`config.mk`:
```
export PLATFORM = sky130hd
export DESIGN_NAME = tdm_demux_flat
export DESIGN_NICKNAME = d
export VERILOG_FILES = /design/src/rtl/tdm_demux_if.sv /design/src/rtl/tdm_demux.sv /design/src/flat_wrapper.sv
export SDC_FILE = /design/constraint.sdc
export NUM_CORES = 1
export LEC_CHECK = 0
export ABC_AREA = 1
export CAP_MARGIN = 20
export CORE_ASPECT_RATIO = 0.8
export CORE_UTILIZATION = 62
export DETAILED_ROUTE_END_ITERATION = 8
export DONT_BUFFER_PORTS = 1
export HOLD_SLACK_MARGIN = 0.15
export PLACE_DENSITY_LB_ADDON = 0.05
export SYNTH_ARGS = -nofsm -noshare
export SYNTH_HDL_FRONTEND = slang
export SYNTH_SLANG_ARGS = --single-unit
```
`constraint.sdc`:
```
create_clock -name clk -period 2.3 [get_ports clk]
set_clock_uncertainty 0.1 [all_clocks]
set_input_delay 0.46 -clock clk [delete_from_list [all_inputs] [get_ports clk]]
set_output_delay 0.46 -clock clk [all_outputs]
set_load 0.01 [all_outputs]
```
`src/rtl/tdm_demux_if.sv`:
```
// tdm_demux_if: bus bundle between a TDM sample source and the demultiplexer.
//   din        : TDM sample word (WIDTH bits)
//   din_valid  : din holds a sample this cycle
//   frame_sync : qualified by din_valid, marks the slot-0 sample
//   dout       : last complete frame, channel k at [k*WIDTH +: WIDTH]
//   dout_valid : 1-cycle strobe, dout updated this cycle
//   sync_err   : 1-cycle strobe, framing error detected
// master = sample source / frame consumer, slave = demultiplexer.
interface tdm_demux_if #(
  parameter int WIDTH    = 8,
  parameter int CHANNELS = 4
);
  logic [WIDTH-1:0]          din;
  logic                      din_valid;
  logic                      frame_sync;
  logic [WIDTH*CHANNELS-1:0] dout;
  logic                      dout_valid;
  logic                      sync_err;

  modport master (
    output din, din_valid, frame_sync,
    input  dout, dout_valid, sync_err
  );

  modport slave (
    input  din, din_valid, frame_sync,
    output dout, dout_valid, sync_err
  );
endinterface

```
`src/rtl/tdm_demux.sv`:
```
// tdm_demux: receive-side TDM channel demultiplexer.
// Assigns each valid sample to its channel slot, presents a complete frame as
// CHANNELS parallel words with a 1-cycle dout_valid strobe, flags loss of frame
// alignment with a 1-cycle sync_err strobe and re-acquires lock by itself.
// Ports:
//   clk   : single clock, all state on the rising edge
//   rst_n : asynchronous active-low reset
//   bus   : tdm_demux_if.slave (din/din_valid/frame_sync in, dout/dout_valid/sync_err out)
module tdm_demux #(
  parameter int WIDTH    = 8,
  parameter int CHANNELS = 4
) (
  input  logic       clk,
  input  logic       rst_n,
  tdm_demux_if.slave bus
);

  localparam int                SLOT_W    = (CHANNELS > 1) ? $clog2(CHANNELS) : 1;
  localparam logic [SLOT_W-1:0] LAST_SLOT = SLOT_W'(CHANNELS - 1);

  typedef enum logic {
    HUNT = 1'b0,
    LOCK = 1'b1
  } state_t;

  state_t                    state_reg, state_next;
  logic [SLOT_W-1:0]         slot_reg, slot_next;
  logic [WIDTH-1:0]          shadow_reg [CHANNELS];
  logic [WIDTH*CHANNELS-1:0] dout_reg, dout_next;
  logic                      dout_valid_reg, dout_valid_next;
  logic                      sync_err_reg, sync_err_next;

  // Per-cycle capture decision shared by the FSM and the shadow registers.
  logic                      capture;
  logic [SLOT_W-1:0]         cap_slot;
  logic [WIDTH*CHANNELS-1:0] frame_word;

  // Completed frame: earlier slots come from the shadow registers, the last
  // slot comes straight from din so the frame is published on its own edge.
  generate
    for (genvar gi = 0; gi < CHANNELS - 1; gi++) begin : g_frame
      assign frame_word[gi*WIDTH +: WIDTH] = shadow_reg[gi];
    end
  endgenerate
  assign frame_word[(CHANNELS-1)*WIDTH +: WIDTH] = bus.din;

  always_comb begin
    state_next      = state_reg;
    slot_next       = slot_reg;
    dout_next       = dout_reg;
    dout_valid_next = 1'b0;
    sync_err_next   = 1'b0;
    capture         = 1'b0;
    cap_slot        = slot_reg;

    if (bus.din_valid) begin
      unique case (state_reg)
        HUNT: begin
          // Unsynchronised samples are dropped silently while hunting.
          if (bus.frame_sync) begin
            capture    = 1'b1;
            cap_slot   = '0;
            state_next = LOCK;
          end
        end
        LOCK: begin
          if (bus.frame_sync) begin
            // A sync mid-frame restarts the frame; the partial one is lost.
            capture  = 1'b1;
            cap_slot = '0;
            if (slot_reg != '0) begin
              sync_err_next = 1'b1;
            end
          end else if (slot_reg != '0) begin
            capture = 1'b1;
          end else begin
            // Slot 0 expected a sync marker: alignment lost.
            sync_err_next = 1'b1;
            state_next    = HUNT;
          end
        end
        default: state_next = HUNT;
      endcase
    end

    if (capture) begin
      if (cap_slot == LAST_SLOT) begin
        dout_next       = frame_word;
        dout_valid_next = 1'b1;
        slot_next       = '0;
      end else begin
        slot_next = cap_slot + SLOT_W'(1);
      end
    end
  end

  always_ff @(posedge clk or negedge rst_n) begin
    if (!rst_n) begin
      state_reg      <= HUNT;
      slot_reg       <= '0;
      dout_reg       <= '0;
      dout_valid_reg <= 1'b0;
      sync_err_reg   <= 1'b0;
    end else begin
      state_reg      <= state_next;
      slot_reg       <= slot_next;
      dout_reg       <= dout_next;
      dout_valid_reg <= dout_valid_next;
      sync_err_reg   <= sync_err_next;
    end
  end

  generate
    for (genvar gi = 0; gi < CHANNELS; gi++) begin : g_shadow
      always_ff @(posedge clk or negedge rst_n) begin
        if (!rst_n) begin
          shadow_reg[gi] <= '0;
        end else if (capture && (cap_slot == SLOT_W'(gi))) begin
          shadow_reg[gi] <= bus.din;
        end
      end
    end
  endgenerate

  assign bus.dout       = dout_reg;
  assign bus.dout_valid = dout_valid_reg;
  assign bus.sync_err   = sync_err_reg;

endmodule
```
`src/flat_wrapper.sv`:
```
// flat-port wrapper written by rule: the top's interface ports become plain ports
module tdm_demux_flat 
#(
  parameter int WIDTH    = 8,
  parameter int CHANNELS = 4
)
  (clk, rst_n, bus_din, bus_din_valid, bus_frame_sync, bus_dout, bus_dout_valid, bus_sync_err);
  tdm_demux_if #(.WIDTH(WIDTH), .CHANNELS(CHANNELS)) bus_i ();
  input  logic clk;
  input  logic rst_n;
  input wire logic [$bits(bus_i.din)-1:0] bus_din;
  input wire logic [$bits(bus_i.din_valid)-1:0] bus_din_valid;
  input wire logic [$bits(bus_i.frame_sync)-1:0] bus_frame_sync;
  output wire logic [$bits(bus_i.dout)-1:0] bus_dout;
  output wire logic [$bits(bus_i.dout_valid)-1:0] bus_dout_valid;
  output wire logic [$bits(bus_i.sync_err)-1:0] bus_sync_err;
  assign bus_i.din = bus_din;
  assign bus_i.din_valid = bus_din_valid;
  assign bus_i.frame_sync = bus_frame_sync;
  assign bus_dout = bus_i.dout;
  assign bus_dout_valid = bus_i.dout_valid;
  assign bus_sync_err = bus_i.sync_err;
  tdm_demux #(.WIDTH(WIDTH), .CHANNELS(CHANNELS)) u_core (.clk(clk), .rst_n(rst_n), .bus(bus_i));
endmodule
```
# Word-level counts from Yosys, hierarchy flattened
# Cells that the tools add are included.
dict set report totals {
  register_bits 61
}
dict set report classes {
  add_sub_neg 1
  eq_ne 3
  n_mux 14
  n_bitwise 1
  reduce_logical 6
}
# cell n
set ops {}
lappend ops {{1-bit two-way mux} 10}
lappend ops {{2-bit two-way mux} 3}
lappend ops {{2-bit equality test (second input constant)} 2}
lappend ops {{1-bit logical AND} 3}
lappend ops {{2-bit by 1-bit adder with 2-bit output (second input constant)} 1}
lappend ops {{2-bit by 1-bit equality test with 1-bit output (second input constant)} 1}
lappend ops {{2-bit zero test} 1}
lappend ops {{1-bit case mux with 2 select lines} 1}
lappend ops {{2-bit AND reduction} 1}
lappend ops {{2-bit nonzero test} 1}
lappend ops {{1-bit inverter} 1}

# Depth between registers and ports, before layout
# Gate-level depths: netlist of the first run.
dict set report depth {
  word_depth 6
  ltp_mapped 9
}

# Least setup slack after synthesis of the first run
# OpenSTA, ideal clock, no wires.
dict set report synth_path {
  path_kind {register to register}
  from {register u_core.slot_reg[0]}
  to {register u_core.shadow_reg (netlist bit u_core.frame_word[10])}
  setup_ns 0.065
  arrival_ns 1.464
  slack_ns 0.671
  stages_incl_launch_ff 10
  n_path_buf 2
  period_less_slack_ns 1.629
  path_cell_list {dfrtp_1 -> clkbuf_1 -> nor2_1 -> ha_1 -> nand2_1 -> inv_1 -> a21oi_4 -> buf_2 -> nand3_1 -> nand2_1}
}
dict set report synth_between {
  elab_chain_len 6
}
# element line_no
set synth_lines {}
lappend synth_lines {{start, declared} tdm_demux.sv:27} ;# logic [SLOT_W-1:0] slot_reg, slot_next;
lappend synth_lines {{start signal, assigned} tdm_demux.sv:106} ;# slot_reg <= slot_next;
lappend synth_lines {{2-bit nonzero test} tdm_demux.sv:74} ;# end else if (slot_reg != '0) begin
lappend synth_lines {{1-bit two-way mux} tdm_demux.sv:74}
lappend synth_lines {{1-bit two-way mux} tdm_demux.sv:67} ;# if (bus.frame_sync) begin
lappend synth_lines {{1-bit case mux with 2 select lines} tdm_demux.sv:57} ;# unique case (state_reg)
lappend synth_lines {{1-bit two-way mux} tdm_demux.sv:56} ;# if (bus.din_valid) begin
lappend synth_lines {{1-bit logical AND (*)} tdm_demux.sv:118} ;# end else if (capture && (cap_slot == SLOT_W'(gi))) begin
lappend synth_lines {{end signal, assigned by index} tdm_demux.sv:119} ;# shadow_reg[gi] <= bus.din;
lappend synth_lines {{end, declared} tdm_demux.sv:28} ;# logic [WIDTH-1:0] shadow_reg [CHANNELS];
# Every way passes the cells marked *; elsewhere a longest branch is shown, timed or not.
# A chain may end at the register's enable or synchronous reset.

# Worst setup path after layout of the first run
dict set report layout_path {
  from {register u_core.slot_reg[0]}
  to {register u_core.shadow_reg (netlist bit u_core.frame_word[7])}
}
# The elaborated chain is that of the path after synthesis.

==> impl_metrics.py, run 1 <==
metrics = {
    "status": {
        "outcome": "finished clean",
    },
    "power_and_ir_drop": {
        "p_leak_uw": 0.00150,
        "power.switching_uw": 1410,
        "p_sw_share_pct": 37.4,
        "peakVddDrop_mv": 0.708,
        "p_int_uw": 2370,
        "pwr-share-comb_pct": 26.2,
        "powerDensity_nw_per_um2": 1330,
        "power_uw": 3790,
        "power.clock.fraction_pct": 22.4,
        "p_seq_share_pct": 51.4,
    },
    "cells_and_area": {
        "fill_cells": 305,
        "nets": 298,
        "drive_gt1_share_pct": 10.7,
        "fin_util_pct": 74.1,
        "area_growth_pct": 12.6,
        "largest_register_ffs": 32,
        "antennaDiodeCount": 0,
    },
    "cts": {
        "numCtsBuffers": 9,
        "clk_latency_ns": 0.34,
        "h-tree-depth": 3,
        "cts_resized": 0,
        "cts_max_path_buffers": 2,
        "path_clk_slew_ns": 0.07,
        "cts_tree": "built",
        "cts_num_sinks": 61,
        "root_buffer": "clkbuf_8",
    },
    "synthesis": {
        "synth_seq_cells": 61,
        "syn_area_um2": 2530,
        "seq_area_frac_synth_pct": 60.2,
        "synth_area_leaders": "dfrtp_1 60%, nand2_1 15%, nand3_1 4.9%",
        "yosysTopAreaCellShare_pct": 60.2,
        "ys_types": 18,
        "yosysWarnings": 0,
        "postSynthCellCount": 270,
        "syn_avg_cell_area_um2": 9.39,
        "syn_nets": 284,
        "yosysTopAreaCell": "dfrtp_1",
    },
    "floorplanning": {
        "die_x_um": 73.5,
        "rows": 20,
        "initial_core_util_pct": 65.8,
        "io_pins": 46,
        "core_area_um2": 3850,
        "die-height_um": 59.2,
        "dieArea_um2": 4350,
    },
    "critical_path": {
        "cp_max_fo": 26,
        "crit_start": "u_core.slot_reg[0]",
        "r2r_slack_ns": 0.42,
        "startpoint_type": "flip-flop",
        "ff2ff_path_depth": 7,
        "worst-setup-path-type": "flip-flop to flip-flop",
        "required_ns": 2.47,
        "crit_end": "u_core.frame_word[7]",
        "worst_ep_arrival_time_ns": 2.05,
        "rr_endpoint": "u_core.frame_word[7]",
        "r2r_start": "u_core.slot_reg[0]",
        "end_kind": "flip-flop",
    },
    "sta": {
        "rsz0062_at_grt": "no",
        "whs_ns": 0.160,
        "clock.fmax_mhz": 531,
        "setup_ws_ns": 0.416,
        "fin_tns_setup_ns": 0,
        "finalHoldViolations": 0,
        "worst_pin_slew_ns": 0.612,
        "min_period_ns": 1.88,
        "slew_violations": 0,
        "fin_crit_sh_pct": 81.9,
        "setup_violations": 0,
        "relSlewSlack_pct": 59.1,
    },
    "placement": {
        "routabilityCongestion": 0.764,
        "dp_hpwl_mm": 3.14,
        "preCtsSetupSlack_ns": 0.458,
        "portBuffers": 0,
    },
    "global_routing": {
        "grtUsageTotal_pct": 27.3,
        "grt_pass1_vias": 1749,
        "overflow": 0,
        "grt_pass1_wl_mm": 8.42,
        "antenna_found_initial": 0,
        "grt_max_degree": 62,
    },
    "routing": {
        "wl_per_cell_um": 15.0,
        "routed_wl_mm": 5.15,
        "drt_iter0_drc": 148,
        "vias": 1802,
        "drt_pass1_iterations": 5,
        "vias_per_cell": 5.24,
        "drcViolationCount": 0,
        "final_antenna_net_count": 0,
    },
    "flow_run": {
        "cap_violations": 0,
    },
    "min_path": {
        "min_path_type": "input pin to flip-flop",
    },
}
## kinds of logic after synthesis
group / synth area share (%)
simple gates: 22.1
flops: 60.2
compound gates: 10.3
buf+inv: 6.42
fa+ha+maj: 0.987
## worst min-delay path by stage
stage | from | to | depth (start not counted)
floorplan | rst_n | u_core.bus.dout[0] | 0
global placement | rst_n | u_core.bus.dout[22] | 0
detailed placement | rst_n | u_core.bus.dout[22] | 0
CTS | bus_din[0] | u_core.frame_word[16] | 2
finish | bus_din[7] | u_core.frame_word[23] | 2
global route | bus_din[5] | u_core.frame_word[5] | 2
## layout by cell type (no fill, tap or decap), types with 5 or more instances in the layout
cell type / netlist / routed
clkbuf_8: 0 / 11
dfrtp_1: 61 / 61
dlygate4sd3_1: 0 / 10
inv_1: 24 / 24
nand2_1: 101 / 101
nand3_1: 25 / 25
o21ai_0: 15 / 15
o21ai_2: 5 / 5
o21bai_1: 16 / 16
## cell type report
cell class / count / area, um2 / share of cell area (%)
flip-flops and latches: 61 / 1530 / 53.5
multi-input cells: 174 / 846 / 29.6
clock buffers: 12 / 155 / 5.43
repair buffers: 13 / 143 / 5.00
inverters: 25 / 93.8 / 3.29
well taps: 55 / 68.8 / 2.41
clock inverters: 4 / 22.5 / 0.789
## cell usage after synthesis, drive strengths merged
cell    number
o21bai      16
buf          8
ha           2
nand3       28
o21ai       20
dfrtp       61
inv         25
a21oi        2
nand2      104
nor2         2
clkbuf       2
## per-layer routing
metal,GRT usage (%),wire (um)
met5,0,0
met4,8.24,36
met3,13.8,383
met2,40.2,2320
met1,35.6,2410
## through the flow
step	instance area (um2)	std cells
finish	2860	344
global route	2860	344
CTS	2860	344
detailed placement	2550	317
global placement	2550	317
floorplan	2530	270
## worst max-delay path, stage by stage (launching register included)
cell     delay (ns)
dfrtp_1        0.46
nor2_1         0.07
ha_1           0.18
nand2_1        0.15
inv_1          0.09
a21oi_4        0.49
nand3_1        0.17
nand2_1        0.10
## power groups by stage
stage / Clock, uW / Sequential (uW) / Combinational [uW]
4_1_cts: 866 / 1940 / 996
6_report: 846 / 1950 / 994
2_1_floorplan: 0 / 1880 / 804
3_3_place_gp: 0 / 1950 / 910
5_1_grt: 919 / 2010 / 1160
3_5_place_dp: 0 / 1950 / 943
## timing repair
item / in CTS / in global routing
hold buffers: 11 / 0
setup endpoints to repair: 0 / 0
endpoints found under the hold margin: 71 / 0
buffers inserted: 0 / 0
No activity file was read; power rests on OpenSTA's default activity.
==> run 2: changes to the inputs <==
CORE_UTILIZATION = 56   (was 62)
clock period = 1.5 ns   (was 2.3 ns; I/O delays follow)
==> impl_metrics.py, run 2 (synthesized netlist as in run 1, its figures left out) <==
metrics = {
    "sta": {
        "clock.fmax_mhz": 655,
        "fin_tns_setup_ns": -0.110,
        "relSlewSlack_pct": 82.6,
        "fin_crit_sh_pct": 102,
        "setup_ws_ns": -0.0267,
        "slew_violations": 0,
        "setup_violations": 8,
        "whs_ns": -0.452,
        "finalHoldViolations": 61,
        "min_period_ns": 1.53,
        "rsz0062_at_grt": "yes",
        "worst_pin_slew_ns": 0.260,
    },
    "cts": {
        "ctsHoldBuffers": 10,
        "cts_max_path_buffers": 2,
        "clk_latency_ns": 0.34,
        "cts_tree": "built",
        "cts_num_sinks": 61,
        "h-tree-depth": 3,
        "root_buffer": "clkbuf_8",
        "path_clk_slew_ns": 0.07,
        "numCtsBuffers": 9,
    },
    "critical_path": {
        "ff2ff_path_depth": 8,
        "worst-setup-path-type": "flip-flop to flip-flop",
        "worst_ep_arrival_time_ns": 1.69,
        "cp_max_fo": 6,
        "critPathSlowestCell": "dfrtp_1",
        "path_cells": "nor2_1 -> ha_2 -> nand2_4 -> nand3_4 -> buf_12 -> clkbuf_16 -> nand2_2 -> o21ai_1",
        "slowest_delay_ns": 0.39,
        "required_ns": 1.66,
        "end_kind": "flip-flop",
        "rr_endpoint": "u_core.bus.dout[12]",
        "startpoint_type": "flip-flop",
        "r2r_start": "u_core.slot_reg[0]",
        "r2r_slack_ns": -0.03,
    },
    "placement": {
        "dp_hpwl_mm": 3.33,
        "routabilityCongestion": 0.816,
        "portBuffers": 0,
    },
    "routing": {
        "vias_per_cell": 5.43,
        "drcViolationCount": 0,
        "drt_pass1_iterations": 4,
        "wl_per_cell_um": 17.5,
        "final_antenna_net_count": 0,
        "vias": 2016,
        "drt_iter0_drc": 138,
        "routed_wl_mm": 6.48,
    },
    "cells_and_area": {
        "final_common_cell": "nand2_1",
        "fill_cells": 282,
        "antennaDiodeCount": 0,
        "largest_register_ffs": 32,
        "drive_gt1_share_pct": 33.1,
        "area_growth_pct": 34.3,
        "fin_util_pct": 80.0,
        "nets": 323,
        "final_cell_mix": "66 x nand2_1, 60 x dfrtp_1, 26 x nand2_2",
    },
    "floorplanning": {
        "rows": 21,
        "dieArea_um2": 4800,
        "die_x_um": 77.2,
        "io_pins": 46,
        "initial_core_util_pct": 59.6,
        "die-height_um": 62.2,
        "core_area_um2": 4260,
    },
    "global_routing": {
        "antenna_found_initial": 0,
        "grt_pass1_wl_mm": 9.36,
        "grt_pass1_vias": 1913,
        "grtUsageTotal_pct": 26.1,
        "grt_max_degree": 62,
        "overflow": 0,
    },
    "power_and_ir_drop": {
        "peakVddDrop_mv": 1.27,
        "powerDensity_nw_per_um2": 1970,
        "p_leak_uw": 0.00172,
    },
    "status": {
        "violations": "hold timing, setup timing",
        "outcome": "complete, but fails checks",
    },
    "min_path": {
        "min_path_type": "input pin to async pin",
    },
    "flow_run": {
        "cap_violations": 0,
    },
}
## run 2: cell types whose count changed in the layout (fill, tap and decap cells not counted), sizes merged
cell    change
buf        +19
clkbuf      +5
a21oi       +1
## run 2: worst max-delay path: cells and delay by family (launching register included)
| kind | cells | cell delay, ns |
|---|---|---|
| fa+ha+maj | 1 | 0.20 |
| compound gates | 1 | 0.08 |
| flops | 1 | 0.39 |
| simple gates | 4 | 0.36 |
| buf+inv | 2 | 0.32 |
## run 2: worst max path at each step
stage	slack, ns	end	from
global placement	-0.14	u_core.slot_reg[1]	u_core.slot_reg[1]
finish	-0.03	u_core.bus.dout[12]	u_core.slot_reg[0]
global route	-0.08	u_core.bus.dout[12]	u_core.slot_reg[1]
floorplan	0.02	u_core.bus.dout[24]	u_core.slot_reg[0]
CTS	-0.009	u_core.bus.dout[14]	u_core.slot_reg[1]
detailed placement	-0.16	u_core.slot_reg[1]	u_core.slot_reg[0]
## run 2: what timing repair did
item | in CTS | in global routing
pin swaps | 0 | 11
buffers inserted | 2 | 2
gates resized for setup | 4 | 83
endpoints found under the setup margin | 26 | 56
gates cloned | 1 | 9
hold endpoints to repair | 95 | 62
## run 2: cell type report
class	instances	area, um2	area share [%]
Timing Repair Buffer	37	474	13.9
Sequential cell	61	1530	44.9
Clock buffer	12	155	4.56
Multi-Input combinational cell	175	1050	30.9
Clock inverter	4	22.5	0.662
Inverter	25	101	2.98
Tap cell	57	71.3	2.09
## run 2: per-layer routing
metal  vias up  part of all wire [%]  track usage [%]  routed length (um)
li1        937                     -                -                   -
met2        69                    48             37.5                3090
met1      1001                    44             36.8                2870
met5         -                     0                0                   0
met3         9                   6.6             9.85                 425
met4         0                   1.5             8.25                  95
## run 2: per-stage QoR
step	power [uW]	instance area [um2]	cells	setup WS, ns
3_3_place_gp	4570	2660	331	-0.140
2_1_floorplan	4140	2550	270	0.0157
5_1_grt	7160	3400	371	-0.0825
6_report	6710	3400	371	-0.0267
3_5_place_dp	4630	2660	331	-0.160
4_1_cts	6050	2970	360	-0.00893
## run 2: where the power goes
group / internal (uW) / leakage, uW / switching [uW] / total [uW]
sequential: 2380 / 0.000763 / 689 / 3070
combinational: 1080 / 0.000860 / 1250 / 2330
clock: 681 / 0.0000921 / 631 / 1310
==> RTL edit 1: new RTL, flow settings as in run 1 <==
Make the reset (`rst_n`) synchronous in 2 clocked blocks. Comments in the files are not updated.
--- a/src/rtl/tdm_demux.sv
+++ b/src/rtl/tdm_demux.sv
@@ -95,5 +95,5 @@
   end
 
-  always_ff @(posedge clk or negedge rst_n) begin
+  always_ff @(posedge clk) begin
     if (!rst_n) begin
       state_reg      <= HUNT;
@@ -113,5 +113,5 @@
   generate
     for (genvar gi = 0; gi < CHANNELS; gi++) begin : g_shadow
-      always_ff @(posedge clk or negedge rst_n) begin
+      always_ff @(posedge clk) begin
         if (!rst_n) begin
           shadow_reg[gi] <= '0;
Function: differs if rst_n is asserted again (counterexample within 4 cycles, from zero or initial values and one cycle with rst_n low); with rst_n held inactive, the same outputs for 10 cycles.
==> RTL edit 1 against run 1 <==
Routed wire length shrank 12%; final area shrank 2.8%; critical endpoint is now u_core.bus.dout[25]$_SDFFE_PN0P_; first-iteration DRC count shrank 57%; sequential share of layout area shrank 0.83 points; critical path depth grew 2; highest routed layer unchanged; sequential cell count is the same; area after synthesis grew 0.74%; worst setup slack lost 35 ps.
Power is not compared: it rests on default switching activity, and its combinational part moved more than twofold at a synthesized area within 25%.
==> RTL edit 1: results (changes against run 1) <==
Result of the run: complete, no violations (unchanged). The maximum fanout encountered on the critical timing path came out at 11 (was 26). The post-synthesis share of cell area spent on xor and xnor gates came out at 0% (unchanged). The weighted congestion reported at the end of routability-driven placement came out at 0.811 (was 0.764). The cell area after placement came to 2570 um2 (was 2550 um2). The highest-delay cell along the critical path is sky130_fd_sc_hd__dfxtp_1 (was sky130_fd_sc_hd__a21oi_4). Leading cell types by count after synthesis: sky130_fd_sc_hd__nor2_1, sky130_fd_sc_hd__nand2_1, sky130_fd_sc_hd__inv_1 (was sky130_fd_sc_hd__nand2_1, sky130_fd_sc_hd__dfrtp_1, sky130_fd_sc_hd__nand3_1). The number of cells traversed by the worst hold path came out at 3 (was 2).

The proportion of layout cells with a drive suffix above 1 was 9.71% (was 10.7%). The number of vias per cell is 4.95 (was 5.24). The predominant post-synthesis flop cell is sky130_fd_sc_hd__dfxtp_1 (was sky130_fd_sc_hd__dfrtp_1). The largest stage delay on the critical path is 460 ps (was 490 ps).

The largest net degree at the start of global routing is 33 (was 62). The first-pass detailed-route iteration total is 4 (was 5). The cell type group with the largest total delay on the critical path was flip-flops (was simple AND/OR/NAND/NOR gates). The number of placed instances, taps included is 347 (was 317). The number of flops mapped to enable cells by yosys came to 24 (was 0).

The headroom to the max-slew limit came out at 71.7% (was 59.1%). The distinct cell type count after synthesis came out at 22 (was 18). The filler cell count was 315 (was 305). The share of the yosys chip area belonging to registers came out at 57.2% (was 60.2%). The worst reg-to-reg path cell count is 9 (was 7).

The arithmetic-cell share of the synthesized area counting full adders, half adders and majority gates came out at 0.490% (was 0.987%). Largest cells by area after synthesis: sky130_fd_sc_hd__dfxtp_1, sky130_fd_sc_hd__edfxtp_1, sky130_fd_sc_hd__nor2_1 (was sky130_fd_sc_hd__dfrtp_1, sky130_fd_sc_hd__nand2_1, sky130_fd_sc_hd__nand3_1). The wire length reported by the detailed router came out at 4550 um (was 5150 um). The detailed placer's ending HPWL came to 2950 um (was 3140 um). The net count of the mapped netlist was 311 (was 284).

The global-route wire length before repair came out at 7240 um (was 8420 um). The per-instance average area after synthesis is 8.57 um2 (was 9.39 um2). The total routing resource utilization after global routing came out at 23.4% (was 27.3%).

The final net count is 318 (was 298). Summed over all cells, the static leakage comes to 1.19 nW. The initial detailed-routing violation count was 64 (was 148).
[RTL edit 1: cell type report]
cell class	count	area [um2]	share of cell area (%)
clock buffers	14	174	6.26
inverters	38	143	5.14
flip-flops and latches	61	1460	52.6
well taps	55	68.8	2.48
repair buffers	9	77.6	2.79
clock inverters	1	5.00	0.180
multi-input cells	186	847	30.5
[RTL edit 1: logic make-up after synthesis]
group,count (synthesis)
AO/OA/AOI/OAI,7
adder cells (fa/ha/maj),1
buffers and inverters,51
flip-flops,61
AND/OR/NAND/NOR,178
[RTL edit 1: tightest hold or removal path: cells and delay by family]
| family | cells | cell delay (ps) |
|---|---|---|
| compound gates | 1 | 50 |
| simple gates | 1 | 40 |
| buf+inv | 1 | 20 |
[RTL edit 1: report_power, final]
| group | switching [mW] | leakage, nW | internal (mW) | total [mW] |
|---|---|---|---|---|
| clock | 0.372 | 0.0917 | 0.480 | 0.852 |
| sequential | 0.0140 | 0.549 | 1.16 | 1.17 |
| combinational | 0.0958 | 0.554 | 0.0436 | 0.139 |
| total | 0.482 | 1.19 | 1.68 | 2.16 |
[RTL edit 1: per-stage QoR]
step	hold slack [ps]	setup slack (ps)	utilization [%]	power [mW]
after floorplan	369	275	-	1.30
after global placement	389	445	66.3	1.32
after detailed placement	393	396	66.3	1.32
after CTS	180	373	71.2	2.18
after global routing	217	198	71.6	2.24
final	194	381	71.6	2.16
[RTL edit 1: what timing repair did]
| action | in CTS | in global routing |
|---|---|---|
| hold buffers | 1 | 0 |
| gates resized for setup | 0 | 0 |
| hold endpoints to repair | 32 | 0 |
| endpoints found under the setup margin | 0 | 0 |
[RTL edit 1: layer usage]
| metal | global-route usage [%] | wire, um | vias up |
|---|---|---|---|
| li1 | - | - | 939 |
| met1 | 28.0 | 2090 | 797 |
| met2 | 36.3 | 2060 | 62 |
| met3 | 12.6 | 365 | 4 |
| met4 | 7.42 | 39 | 0 |
| met5 | 0 | 0 | - |
[RTL edit 1: path summary, 6_finish.rpt]
path | end | from | slack, ps
worst max register to register | u_core.bus.dout[25]$_SDFFE_PN0P_ | u_core.slot_reg[1]$_SDFFE_PN0N_ | 380
worst min register to register | u_core.state_reg$_SDFFE_PN0P_ | u_core.state_reg$_SDFFE_PN0P_ | 390
worst min-delay path | u_core.state_reg$_SDFFE_PN0P_ | bus_din_valid | 190
worst max-delay path | u_core.bus.dout[25]$_SDFFE_PN0P_ | u_core.slot_reg[1]$_SDFFE_PN0N_ | 380
==> RTL edit 2: new RTL, settings of run 1 <==
Without the edit above. `WIDTH` is set to 8 in 3 places; all go to 6.
--- a/src/rtl/tdm_demux_if.sv
+++ b/src/rtl/tdm_demux_if.sv
@@ -8,5 +8,5 @@
 // master = sample source / frame consumer, slave = demultiplexer.
 interface tdm_demux_if #(
-  parameter int WIDTH    = 8,
+  parameter int WIDTH    = 6,
   parameter int CHANNELS = 4
 );
--- a/src/rtl/tdm_demux.sv
+++ b/src/rtl/tdm_demux.sv
@@ -8,5 +8,5 @@
 //   bus   : tdm_demux_if.slave (din/din_valid/frame_sync in, dout/dout_valid/sync_err out)
 module tdm_demux #(
-  parameter int WIDTH    = 8,
+  parameter int WIDTH    = 6,
   parameter int CHANNELS = 4
 ) (
--- a/src/flat_wrapper.sv
+++ b/src/flat_wrapper.sv
@@ -2,5 +2,5 @@
 module tdm_demux_flat 
 #(
-  parameter int WIDTH    = 8,
+  parameter int WIDTH    = 6,
   parameter int CHANNELS = 4
 )
Ports: changed (resized bus_din and bus_dout); port bits go from 46 to 36. No check against the original RTL was run, so the function may have changed too.
==> RTL edit 2 against run 1 <==
Worst setup slack worse by 15 ps; routed wire length is 25% lower; final area is 27% lower; total power is 28% lower; core utilization is 1.8 points lower; count of clock-buffer cells in the layout is 5 lower; clock power is 45% lower; sequential cell count is 14 lower; hold slack better by 17 ps; area after synthesis is 23% lower; largest power group unchanged; via count is 22% lower.
==> RTL edit 2: results (changes against run 1) <==
The highest ir drop seen on vdd is 0.731 mV (was 0.708 mV). The worst setup path endpoint is u_core.bus.dout[3]$_DFFE_PN0P_ (was u_core.frame_word[7]$_DFFE_PN0P_). The number of sequential storage elements came out at 47 (was 61). The total routing resource utilization after global routing is 25.7% (was 27.3%).

The highest-delay cell along the critical path is sky130_fd_sc_hd__dfrtp_1 (was sky130_fd_sc_hd__a21oi_4). The global-route wire length before repair is 6210 um (was 8420 um). The clock insertion delay at the later pin of the skew report came out at 300 ps (was 340 ps). The final standard cell utilization of the core is 72.3% (was 74.1%). The final net count is 226 (was 298). The total area of sequential cells was 1180 um2 (was 1530 um2). Leading cell types by count after synthesis: sky130_fd_sc_hd__nand2_1, sky130_fd_sc_hd__dfrtp_1, sky130_fd_sc_hd__nand3_1 (unchanged). The largest net degree at the start of global routing came out at 48 (was 62).

The maximum fanout encountered on the critical timing path came out at 37 (was 26). The count of hold buffers inserted by post-cts repair is 2 (was 11). The via count of the first global-routing pass was 1,354 (was 1,749). The area share of buffers outside the clock network came out at 2.17% (was 5.00%). The final-layout clock-cell area share came out at 3.92% (was 6.22%). Result of the run: complete, no violations (unchanged).

The worst slack on hold paths was 177 ps (was 160 ps). The distinct cell type count after synthesis came out at 16 (was 18). The multi-input combinational cell count came to 136 (was 174).

The weighted congestion reported at the end of routability-driven placement came out at 0.836 (was 0.764). The transition time at the pin with the least slew margin came out at 395 ps (was 612 ps). The detailed placer's ending HPWL came out at 2530 um (was 3140 um).

The end point of the worst hold path is u_core.bus.dout[23]$_DFFE_PN0P_ (was u_core.frame_word[23]$_DFFE_PN0P_). The largest stage delay on the critical path came out at 460 ps (was 490 ps). The initial detailed-routing violation count was 84 (was 148). The share of the yosys chip area belonging to registers came out at 60.3% (was 60.2%).

The mean routed wirelength per cell is 15.2 um (was 15.0 um).
RTL edit 2: changes by cell type after synthesis, moves of 2 or more:
cell and delta:
sky130_fd_sc_hd__inv_1 -4, sky130_fd_sc_hd__o21bai_1 -4, sky130_fd_sc_hd__o21ai_1 +6, sky130_fd_sc_hd__clkbuf_1 -2, sky130_fd_sc_hd__dfrtp_1 -14, sky130_fd_sc_hd__nand3_2 -3
sky130_fd_sc_hd__o21ai_2 -4, sky130_fd_sc_hd__o21ai_0 -6, sky130_fd_sc_hd__nand2_1 -24, sky130_fd_sc_hd__nand3_1 -4
RTL edit 2: power breakdown:
group	leakage, nW	switching [mW]	internal (mW)	total [mW]
clock	0.0422	0.255	0.213	0.468
sequential	0.589	0.311	1.19	1.50
combinational	0.476	0.479	0.280	0.759
RTL edit 2: layer usage:
layer	vias up	wire (um)	global-route usage, %
met2	57	1840	40.4
li1	670	-	-
met3	10	325	8.55
met1	673	1600	33.3
met5	-	0	0
met4	0	81	10.0
